[config.mk]
export PLATFORM = sky130hd
export DESIGN_NAME = hvac_actuator_sequencer
export DESIGN_NICKNAME = d
export VERILOG_FILES = /design/src/rtl/hvac_actuator_sequencer_pkg.sv /design/src/rtl/hvac_actuator_sequencer_down_counter.sv /design/src/rtl/hvac_actuator_sequencer.sv
export SDC_FILE = /design/constraint.sdc
export NUM_CORES = 1
export LEC_CHECK = 0
export ABC_AREA = 1
export CORE_ASPECT_RATIO = 1.25
export CORE_MARGIN = 4
export CORE_UTILIZATION = 40
export DETAILED_ROUTE_END_ITERATION = 10
export GPL_ROUTABILITY_DRIVEN = 0
export REMOVE_ABC_BUFFERS = 1
export SETUP_SLACK_MARGIN = 0.15
export SLEW_MARGIN = 20
export SYNTH_ARGS = -nofsm -noshare
export SYNTH_HDL_FRONTEND = slang
export SYNTH_SLANG_ARGS = --single-unit
[constraint.sdc]
create_clock -name clk -period 2.2 [get_ports clk]
set_clock_uncertainty 0.15 [all_clocks]
set_input_delay 0.44 -clock clk [delete_from_list [all_inputs] [get_ports clk]]
set_output_delay 0.44 -clock clk [all_outputs]
set_load 0.01 [all_outputs]
[src/rtl/hvac_actuator_sequencer_pkg.sv]
// Shared encodings for the HVAC actuator sequencer.
// FSM state codes, run mode codes and state width.
package hvac_actuator_sequencer_pkg;

  localparam int STATE_W = 3;

  localparam logic [2:0] ST_IDLE     = 3'd0;
  localparam logic [2:0] ST_FAN_PRE  = 3'd1;
  localparam logic [2:0] ST_HEAT     = 3'd2;
  localparam logic [2:0] ST_COOL     = 3'd3;
  localparam logic [2:0] ST_FAN_POST = 3'd4;

  typedef enum logic [1:0] {
    MODE_NONE = 2'd0,
    MODE_HEAT = 2'd1,
    MODE_COOL = 2'd2
  } mode_t;

endpackage

[src/rtl/hvac_actuator_sequencer_down_counter.sv]
// Loadable down-counter that saturates at zero.
// Ports: clk, rst_n, load, load_val, dec in; zero out.
module hvac_actuator_sequencer_down_counter #(
  parameter int CNT_W = 16
) (
  input  logic             clk,
  input  logic             rst_n,
  input  logic             load,
  input  logic [CNT_W-1:0] load_val,
  input  logic             dec,
  output logic             zero
);

  logic [CNT_W-1:0] cnt;

  always_ff @(posedge clk or negedge rst_n) begin
    if (!rst_n) begin
      cnt <= '0;
    end else if (load) begin
      cnt <= load_val;
    end else if (dec && cnt != '0) begin
      cnt <= cnt - 1'b1;
    end
  end

  assign zero = (cnt == '0);

endmodule

[src/rtl/hvac_actuator_sequencer.sv]
// Sequences heater/cooler/fan from controller requests with pre/post fan run,
// min on-time, min off lockout and heat/cool exclusion. Ports: clk, rst_n,
// heating_req, cooling_req in; heater_on, cooler_on, fan_on, lockout,
// conflict, state_o out.
module hvac_actuator_sequencer
  import hvac_actuator_sequencer_pkg::*;
#(
  parameter int CNT_W       = 16,
  parameter int PRE_CYC     = 4,
  parameter int MIN_ON_CYC  = 20,
  parameter int POST_CYC    = 8,
  parameter int MIN_OFF_CYC = 10
) (
  input  logic               clk,
  input  logic               rst_n,
  input  logic               heating_req,
  input  logic               cooling_req,
  output logic               heater_on,
  output logic               cooler_on,
  output logic               fan_on,
  output logic               lockout,
  output logic               conflict,
  output logic [STATE_W-1:0] state_o
);

  if (PRE_CYC < 1 || (64'(PRE_CYC) >> CNT_W) != 0) begin : g_bad_pre
    $error("PRE_CYC out of range");
  end
  if (MIN_ON_CYC < 1 || (64'(MIN_ON_CYC) >> CNT_W) != 0) begin : g_bad_on
    $error("MIN_ON_CYC out of range");
  end
  if (POST_CYC < 1 || (64'(POST_CYC) >> CNT_W) != 0) begin : g_bad_post
    $error("POST_CYC out of range");
  end
  if (MIN_OFF_CYC < 1 || (64'(MIN_OFF_CYC) >> CNT_W) != 0) begin : g_bad_off
    $error("MIN_OFF_CYC out of range");
  end

  localparam logic [CNT_W-1:0] PRE_LD  = CNT_W'(PRE_CYC - 1);
  localparam logic [CNT_W-1:0] ON_LD   = CNT_W'(MIN_ON_CYC - 1);
  localparam logic [CNT_W-1:0] POST_LD = CNT_W'(POST_CYC - 1);
  localparam logic [CNT_W-1:0] OFF_LD  = CNT_W'(MIN_OFF_CYC - 1);

  logic [STATE_W-1:0] state;
  logic [STATE_W-1:0] st_nxt;
  mode_t              mode;
  mode_t              mode_nxt;
  logic               run_ld;
  logic [CNT_W-1:0]   run_val;
  logic               run_zero;
  logic               off_ld;
  logic               off_zero;
  logic               req_lat;
  logic               req_opp;

  hvac_actuator_sequencer_down_counter #(.CNT_W(CNT_W)) u_run_cnt (
    .clk      (clk),
    .rst_n    (rst_n),
    .load     (run_ld),
    .load_val (run_val),
    .dec      (1'b1),
    .zero     (run_zero)
  );

  hvac_actuator_sequencer_down_counter #(.CNT_W(CNT_W)) u_off_cnt (
    .clk      (clk),
    .rst_n    (rst_n),
    .load     (off_ld),
    .load_val (OFF_LD),
    .dec      (1'b1),
    .zero     (off_zero)
  );

  // Requests seen relative to the mode latched at run start.
  assign req_lat = (mode == MODE_COOL) ? cooling_req : heating_req;
  assign req_opp = (mode == MODE_COOL) ? heating_req : cooling_req;

  always_comb begin
    st_nxt   = state;
    mode_nxt = mode;
    run_ld   = 1'b0;
    run_val  = '0;
    off_ld   = 1'b0;
    unique case (state)
      ST_IDLE: begin
        if (!lockout && (heating_req ^ cooling_req)) begin
          mode_nxt = heating_req ? MODE_HEAT : MODE_COOL;
          st_nxt   = ST_FAN_PRE;
          run_ld   = 1'b1;
          run_val  = PRE_LD;
        end
      end
      ST_FAN_PRE: begin
        if (run_zero) begin
          run_ld = 1'b1;
          if (req_lat && !req_opp) begin
            st_nxt  = (mode == MODE_COOL) ? ST_COOL : ST_HEAT;
            run_val = ON_LD;
          end else begin
            st_nxt  = ST_FAN_POST;
            run_val = POST_LD;
          end
        end
      end
      ST_HEAT, ST_COOL: begin
        if (run_zero && (!req_lat || req_opp)) begin
          st_nxt  = ST_FAN_POST;
          run_ld  = 1'b1;
          run_val = POST_LD;
        end
      end
      ST_FAN_POST: begin
        if (run_zero) begin
          st_nxt   = ST_IDLE;
          mode_nxt = MODE_NONE;
          off_ld   = 1'b1;
        end
      end
      default: begin
        st_nxt   = ST_IDLE;
        mode_nxt = MODE_NONE;
      end
    endcase
  end

  // Outputs are decoded from the next state and registered alongside it,
  // so they track state exactly with no input-to-output path.
  always_ff @(posedge clk or negedge rst_n) begin
    if (!rst_n) begin
      state     <= ST_IDLE;
      mode      <= MODE_NONE;
      heater_on <= 1'b0;
      cooler_on <= 1'b0;
      fan_on    <= 1'b0;
      lockout   <= 1'b0;
      conflict  <= 1'b0;
    end else begin
      state     <= st_nxt;
      mode      <= mode_nxt;
      heater_on <= (st_nxt == ST_HEAT);
      cooler_on <= (st_nxt == ST_COOL);
      fan_on    <= (st_nxt != ST_IDLE);
      conflict  <= heating_req & cooling_req;
      if (off_ld) begin
        lockout <= 1'b1;
      end else if (off_zero) begin
        lockout <= 1'b0;
      end
    end
  end

  assign state_o = state;

endmodule

==> results.md, run 1 <==
* Status: finished clean
* Max-slew violations at 0
* First DRT Iteration DRCs at 46
* Vias/cell at 4.753
* Global-route wire length before repair at 9508 um
* Req. time, crit path at roughly 1.6 ns
* Final wirelength at 5455 um
* I/O pin count at 12
* EDFF count, synth at 0
* Sink Count at 42
* Post-synth ARST share at 100.0%
* Max-cap violation count at 0
* Port buffer count at 11
* H-tree Lvls at 2
* Clk root buf: clkbuf_8
* Clock Pin Slew Worst Setup and Hold Paths at 0.09 ns
* Vias in the first global route at around 2.1k
* Mapped Area at 0.002599 mm2
* Total GRT Usage at 15.24%
* Die Y at 98.12 um
* Die area at roughly 0.0079 mm2
* Syn-to-layout area delta at 17.91%
* Fmax at between 500 and 600 MHz
* Worst path bufs/invs at 1
* CP delay by family, top: buffers and inverters
* Most common cell after layout, fill and taps aside: nor2_1
* Critical Path AT at 1.40 ns
* Commonest cells after routing, fill and taps aside: 64 x nor2_1, 62 x nand2_1, 41 x dfrtp_1
* Sequential-to-total area share from yosys stat at 40.44%
* Placed insts at 436
* Synth Register Bits at 42
* Worst slew margin at 66.22%
* Setup TNS at 0 ns
* ANT nets after route at 0
* FP Rows at 32
* TritonCTS clock tree: yes
* Post-Syn Instances at 332
* Final worst-path setup slack at 0.2128 ns
* Hold Path Class: reg -> reg
* Net Sw Frac at 44.29%
* Layout Nets at 373
* Mapped Avg Cell Area at a little under 8 um2
* Worst slew pin tran at 0.5068 ns
* Crit Path Category: reg -> out
* P per Cell Area at around 1300 mW/mm2
* DRC Markers at 0
* ANT cells at 0
* Final Hold Fails at 0
* Filler instances at 636
* Total CTS buffers at 5
* Internal power at 2.151 mW
* Critical-path cell list: clkdlybuf4s50_1
* Clk network pwr share at between 10 and 15%
* Max stage delay on crit path at 0.58 ns
* Register cell area after layout at approximately 0.0011 mm2
* Startpoint types: flip-flop
* Crit. End Element: output pin
* Share of cells above drive strength 1 at 19.18%
* Yosys cell types at 32
* Grt ovf at 0
* VDD IR max at 584.7 uV
* Largest net degree at the start of global routing at 24
* Dpl cell area at 0.002872 mm2
* Clock Latency Late Sink at 0.30 ns
* CTS max path bufs at 2
* Tcrit/Tclk final at approximately 90%
* Critical path's slowest cell: clkdlybuf4s50_1
* Final Cell Area at 0.003064 mm2
* Net Switching at 1.710 mW
* P_leak at 1.546 nW
* 1st-pass router iterations at 5
* Seq pwr share at 36.8%
* Routed WL per cell at 12.12 um
* Vias after detailed routing at 2,139
* Die width at 80.10 um
* Peak fanout along the critical path at 9
* Dpl ws at -0.06134 ns
* Yosys warns at 0
* Post-DP HPWL at between 4000 and 5000 um
* RSZ-0062 raised after global routing: false
* Initial antenna violation count at 0
* Combinational share of power at 49.3%
* Non-filler cells, final at 450
* Ys flop type: dfrtp_1
* Area of the multi-input gates at 0.001368 mm2
* Initial Util at 41.61%
* Final setup viols at 0
* Total core area at 0.006246 mm2
* Min cycle time layout at between 1.5 and 2 ns
[cells in the mapped netlist, types with 5 or more instances]
cell      number  area (um2)
a21oi_1        6       30.03
dfrtp_1       42        1051
ha_1           5       62.56
inv_1         38       142.6
nand2_1       63       236.5
nand3_1       32       160.2
nand3b_1       6       45.04
nor2_1        65       244.0
nor2_2         9       56.30
nor2_4         6       67.56
xnor2_1        5       43.79
xor2_1        14       122.6
[metrics by stage]
| step | hold WS, ns | total power [mW] | util [%] |
|---|---|---|---|
| final | 0.3737 | 3.862 | 49.06 |
| after global routing | 0.4071 | 4.238 | 49.06 |
| after CTS | 0.3785 | 3.813 | 47.68 |
| after detailed placement | 0.2925 | 3.253 | 45.97 |
| after global placement | 0.2921 | 3.229 | 45.97 |
| after floorplan | -0.005591 | 2.772 | - |
[registers in the layout (all words and copies together), names as in the netlist]
name / flops
lockout: 1
state_o: 3
cooler_on: 1
heater_on: 1
fan_on: 1
u_run_cnt.cnt: 16
conflict: 1
u_off_cnt.cnt: 16
mode: 2
[layout make-up]
type	instances	share of cell area [%]
clock buffers	6	2.695
clock inverters	2	0.4083
inverters	45	5.880
multi-input cells	242	44.63
flip-flops and latches	42	34.34
well taps	85	3.471
repair buffers	28	8.575
[logic make-up after synthesis]
group	after synthesis	share of synthesized area (%)
DFF	42	40.44
and+or+nand+nor	204	38.85
AOI/OAI and AO/OA	14	3.756
adders and majority gates	5	2.407
xor gates and xnor gates	19	6.403
buffers and inverters	48	8.137
[power by group through the flow]
stage	clock network, mW	registers, mW	logic, mW
floorplan	0	1.37	1.40
global placement	0	1.43	1.80
detailed placement	0	1.43	1.83
CTS	0.556	1.42	1.84
global route	0.587	1.47	2.18
finish	0.537	1.42	1.90
[metal layers]
| layer | track usage [%] | wire length (um) | vias up |
|---|---|---|---|
| met5 | 0 | 0 | - |
| met4 | 5.072 | 103 | 0 |
| met3 | 3.321 | 103 | 8 |
| met2 | 26.72 | 2871 | 30 |
| met1 | 18.17 | 2377 | 1002 |
| li1 | - | - | 1099 |
[path summary, 6_finish.rpt]
| check | from | endpoint | slack (ns) | cells past startpoint |
|---|---|---|---|---|
| max in group asynchronous | rst_n | u_off_cnt.cnt[1] | 0.92 | 3 |
| max | state_o[2] | state_o[2] | 0.21 | 1 |
| min in group asynchronous | rst_n | u_run_cnt.cnt[12] | 0.49 | 2 |
| min reg2reg | lockout | lockout | 0.37 | 2 |
| min | lockout | lockout | 0.37 | 2 |
| max reg2reg | u_run_cnt.cnt[0] | fan_on | 0.30 | 12 |
[timing repair]
| item | 4_1_cts | 5_1_grt |
|---|---|---|
| endpoints found under the setup margin | 1 | 19 |
| hold buffers | 1 | 0 |
| gates resized for setup | 1 | 13 |
| buffers inserted | 0 | 5 |
| gates cloned | 0 | 0 |
| pin swaps | 0 | 2 |
| hold endpoints to repair | 19 | 0 |
No activity file was read; power rests on OpenSTA's default activity.
==> run 2, diff against run 1 <==
Settings changed: MAX_ROUTING_LAYER from default to met4.
==> run 2 against run 1 <==
Global-route usage up 0.46 points. Flip-flop and latch count unchanged. Non-clock buffer count unchanged. Clock power about the same. Fmax about the same. Critical path type unchanged. Largest cell class unchanged. Highest routed layer unchanged.
==> results.md, run 2 (synthesized netlist as in run 1, its figures left out) <==
* Final wirelength at 5443 um (-0.22%)
* FF-to-FF End: fan_on
* H-tree Lvls at 2 (unchanged)
* Routed WL per cell at 12.10 um (-0.22%)
* Syn-to-layout area delta at 17.91% (unchanged)
* DRC Markers at 0 (unchanged)
* Critical Path AT at 1.40 ns (about the same)
* Max-slew violations at 0 (unchanged)
* Share of cells above drive strength 1 at 19.18% (unchanged)
* Total CTS buffers at 5 (unchanged)
* Dpl cell area at 0.002872 mm2 (unchanged)
* Max-cap violation count at 0 (unchanged)
* P_leak at 1.546 nW (unchanged)
* I/O pin count at 12 (unchanged)
* Worst path bufs/invs at 1 (unchanged)
* Setup crit start: state_o[2]
* Sink Count at 42 (unchanged)
* Vias/cell at 4.749 (about the same)
* Die width at 80.10 um (unchanged)
* Initial Util at 41.61% (unchanged)
* Reg2reg start: u_run_cnt.cnt[0]
* VDD IR max at 583.8 uV (-0.16%)
* Die area at 0.007859 mm2 (unchanged)
* Final Cell Area at 0.003064 mm2 (unchanged)
* Critical-path cell list: clkdlybuf4s50_1
* Final setup viols at 0 (unchanged)
* Worst slew margin at 66.20% (about the same)
* Most common cell after layout, fill and taps aside: nor2_1
* Grt ovf at 0 (unchanged)
* Min cycle time layout at 1.988 ns (+0.0005620 ns)
* P per Cell Area at 1260 mW/mm2 (about the same)
* Critical path's slowest cell: clkdlybuf4s50_1
* Crit Path Category: reg -> out
* Finished Core Util at 49.06% (unchanged)
* Clk root buf: clkbuf_8
* Initial antenna violation count at 0 (unchanged)
* Fmax at 503.1 MHz (about the same)
* Port buffer count at 11 (unchanged)
* Filler instances at 636 (unchanged)
* First DRT Iteration DRCs at 42 (-8.7%)
* R2R depth at 12 (unchanged)
* Die Y at 98.12 um (unchanged)
* Clock Pin Slew Worst Setup and Hold Paths at 0.09 ns (about the same)
* Vias after detailed routing at 2,137 (-0.094%)
* Status: finished clean
* Total GRT Usage at 15.70% (+0.46 points)
* Largest net degree at the start of global routing at 24 (unchanged)
* Area of the multi-input gates at 0.001368 mm2 (unchanged)
* Total core area at 0.006246 mm2 (unchanged)
* Worst slew pin tran at 0.5070 ns (+0.0002154 ns)
* Startpoint types: flip-flop
* Final Hold Fails at 0 (unchanged)
* Tcrit/Tclk final at 90.35% (about the same)
* CP delay by family, top: buffers and inverters
* Number of cells on the critical path at 1 (unchanged)
* Hold Path Class: reg -> reg
* Register cell area after layout at 0.001052 mm2 (unchanged)
* Post-DP HPWL at 4190 um (unchanged)
* Vias in the first global route at 2,098 (-0.14%)
* Max stage delay on crit path at 0.58 ns (about the same)
* Flop2flop setup slack at 0.30 ns (about the same)
* CTS max path bufs at 2 (unchanged)
* RSZ-0062 raised after global routing: false
* Req. time, crit path at 1.61 ns (about the same)
* Peak fanout along the critical path at 9 (unchanged)
* Global-route wire length before repair at 9515 um (about the same)
* Commonest cells after routing, fill and taps aside: 64 x nor2_1, 62 x nand2_1, 41 x dfrtp_1
* Critical Path End: state_o[2]
* ANT nets after route at 0 (unchanged)
* FP Rows at 32 (unchanged)
* TritonCTS clock tree: yes
* 1st-pass router iterations at 5 (unchanged)
* ANT cells at 0 (unchanged)
* Clock Latency Late Sink at 0.30 ns (about the same)
* Crit. End Element: output pin
* Layout Nets at 373 (unchanged)
run 2: cell counts in the layout (fill, tap and decap cells not counted):
No cell type changed its count.
run 2: layout make-up:
type / count / share of cell area (%)
inverters: 45 / 5.880
clock buffers: 6 / 2.695
multi-input cells: 242 / 44.63
repair buffers: 28 / 8.575
well taps: 85 / 3.471
flip-flops and latches: 42 / 34.34
clock inverters: 2 / 0.4083
run 2: how the worst min path moves through the flow:
stage / cells past startpoint / to / from
3_5_place_dp: 1 / u_run_cnt.cnt[8] / rst_n
2_1_floorplan: 0 / conflict / rst_n
6_report: 2 / lockout / lockout
4_1_cts: 2 / lockout / lockout
3_3_place_gp: 1 / u_run_cnt.cnt[8] / rst_n
5_1_grt: 2 / lockout / lockout
run 2: tightest hold or removal path: cells and delay by family (launching register included):
kind	cells	cell delay [ns]
and+or+nand+nor	2	0.11
DFF	1	0.38
run 2: power by group:
group	switching (mW)	internal [mW]
clock	0.285	0.253
combinational	1.09	0.809
sequential	0.331	1.09
run 2: metrics by stage:
stage                     instances  total power, mW   TNS, ns  setup WS [ns]  hold WS [ns]
after floorplan                 329            2.772         0         0.2932     -0.005591
after global placement          436            3.229  -0.06650       -0.02712        0.2921
after detailed placement        436            3.253   -0.5268       -0.06134        0.2925
after CTS                       445            3.813         0         0.1920        0.3785
after global routing            450            4.238         0         0.1420        0.4071
final                           450            3.861         0         0.2122        0.3742
run 2: layer usage:
metal / GRT usage [%] / share of wire, % / vias up
li1: - / - / 1101
met1: 18.22 / 44 / 1002
met2: 26.72 / 53 / 26
met3: 3.321 / 1.8 / 8
met4: 5.072 / 1.9 / 0
met5: - / 0 / -
run 2: what timing repair did:
action                     CTS  global route
setup buffers                0             5
resized for setup            1            13
setup endpoints to repair    1            21
pin swaps                    0             2
hold buffers                 1             0
hold endpoints to repair    19             0
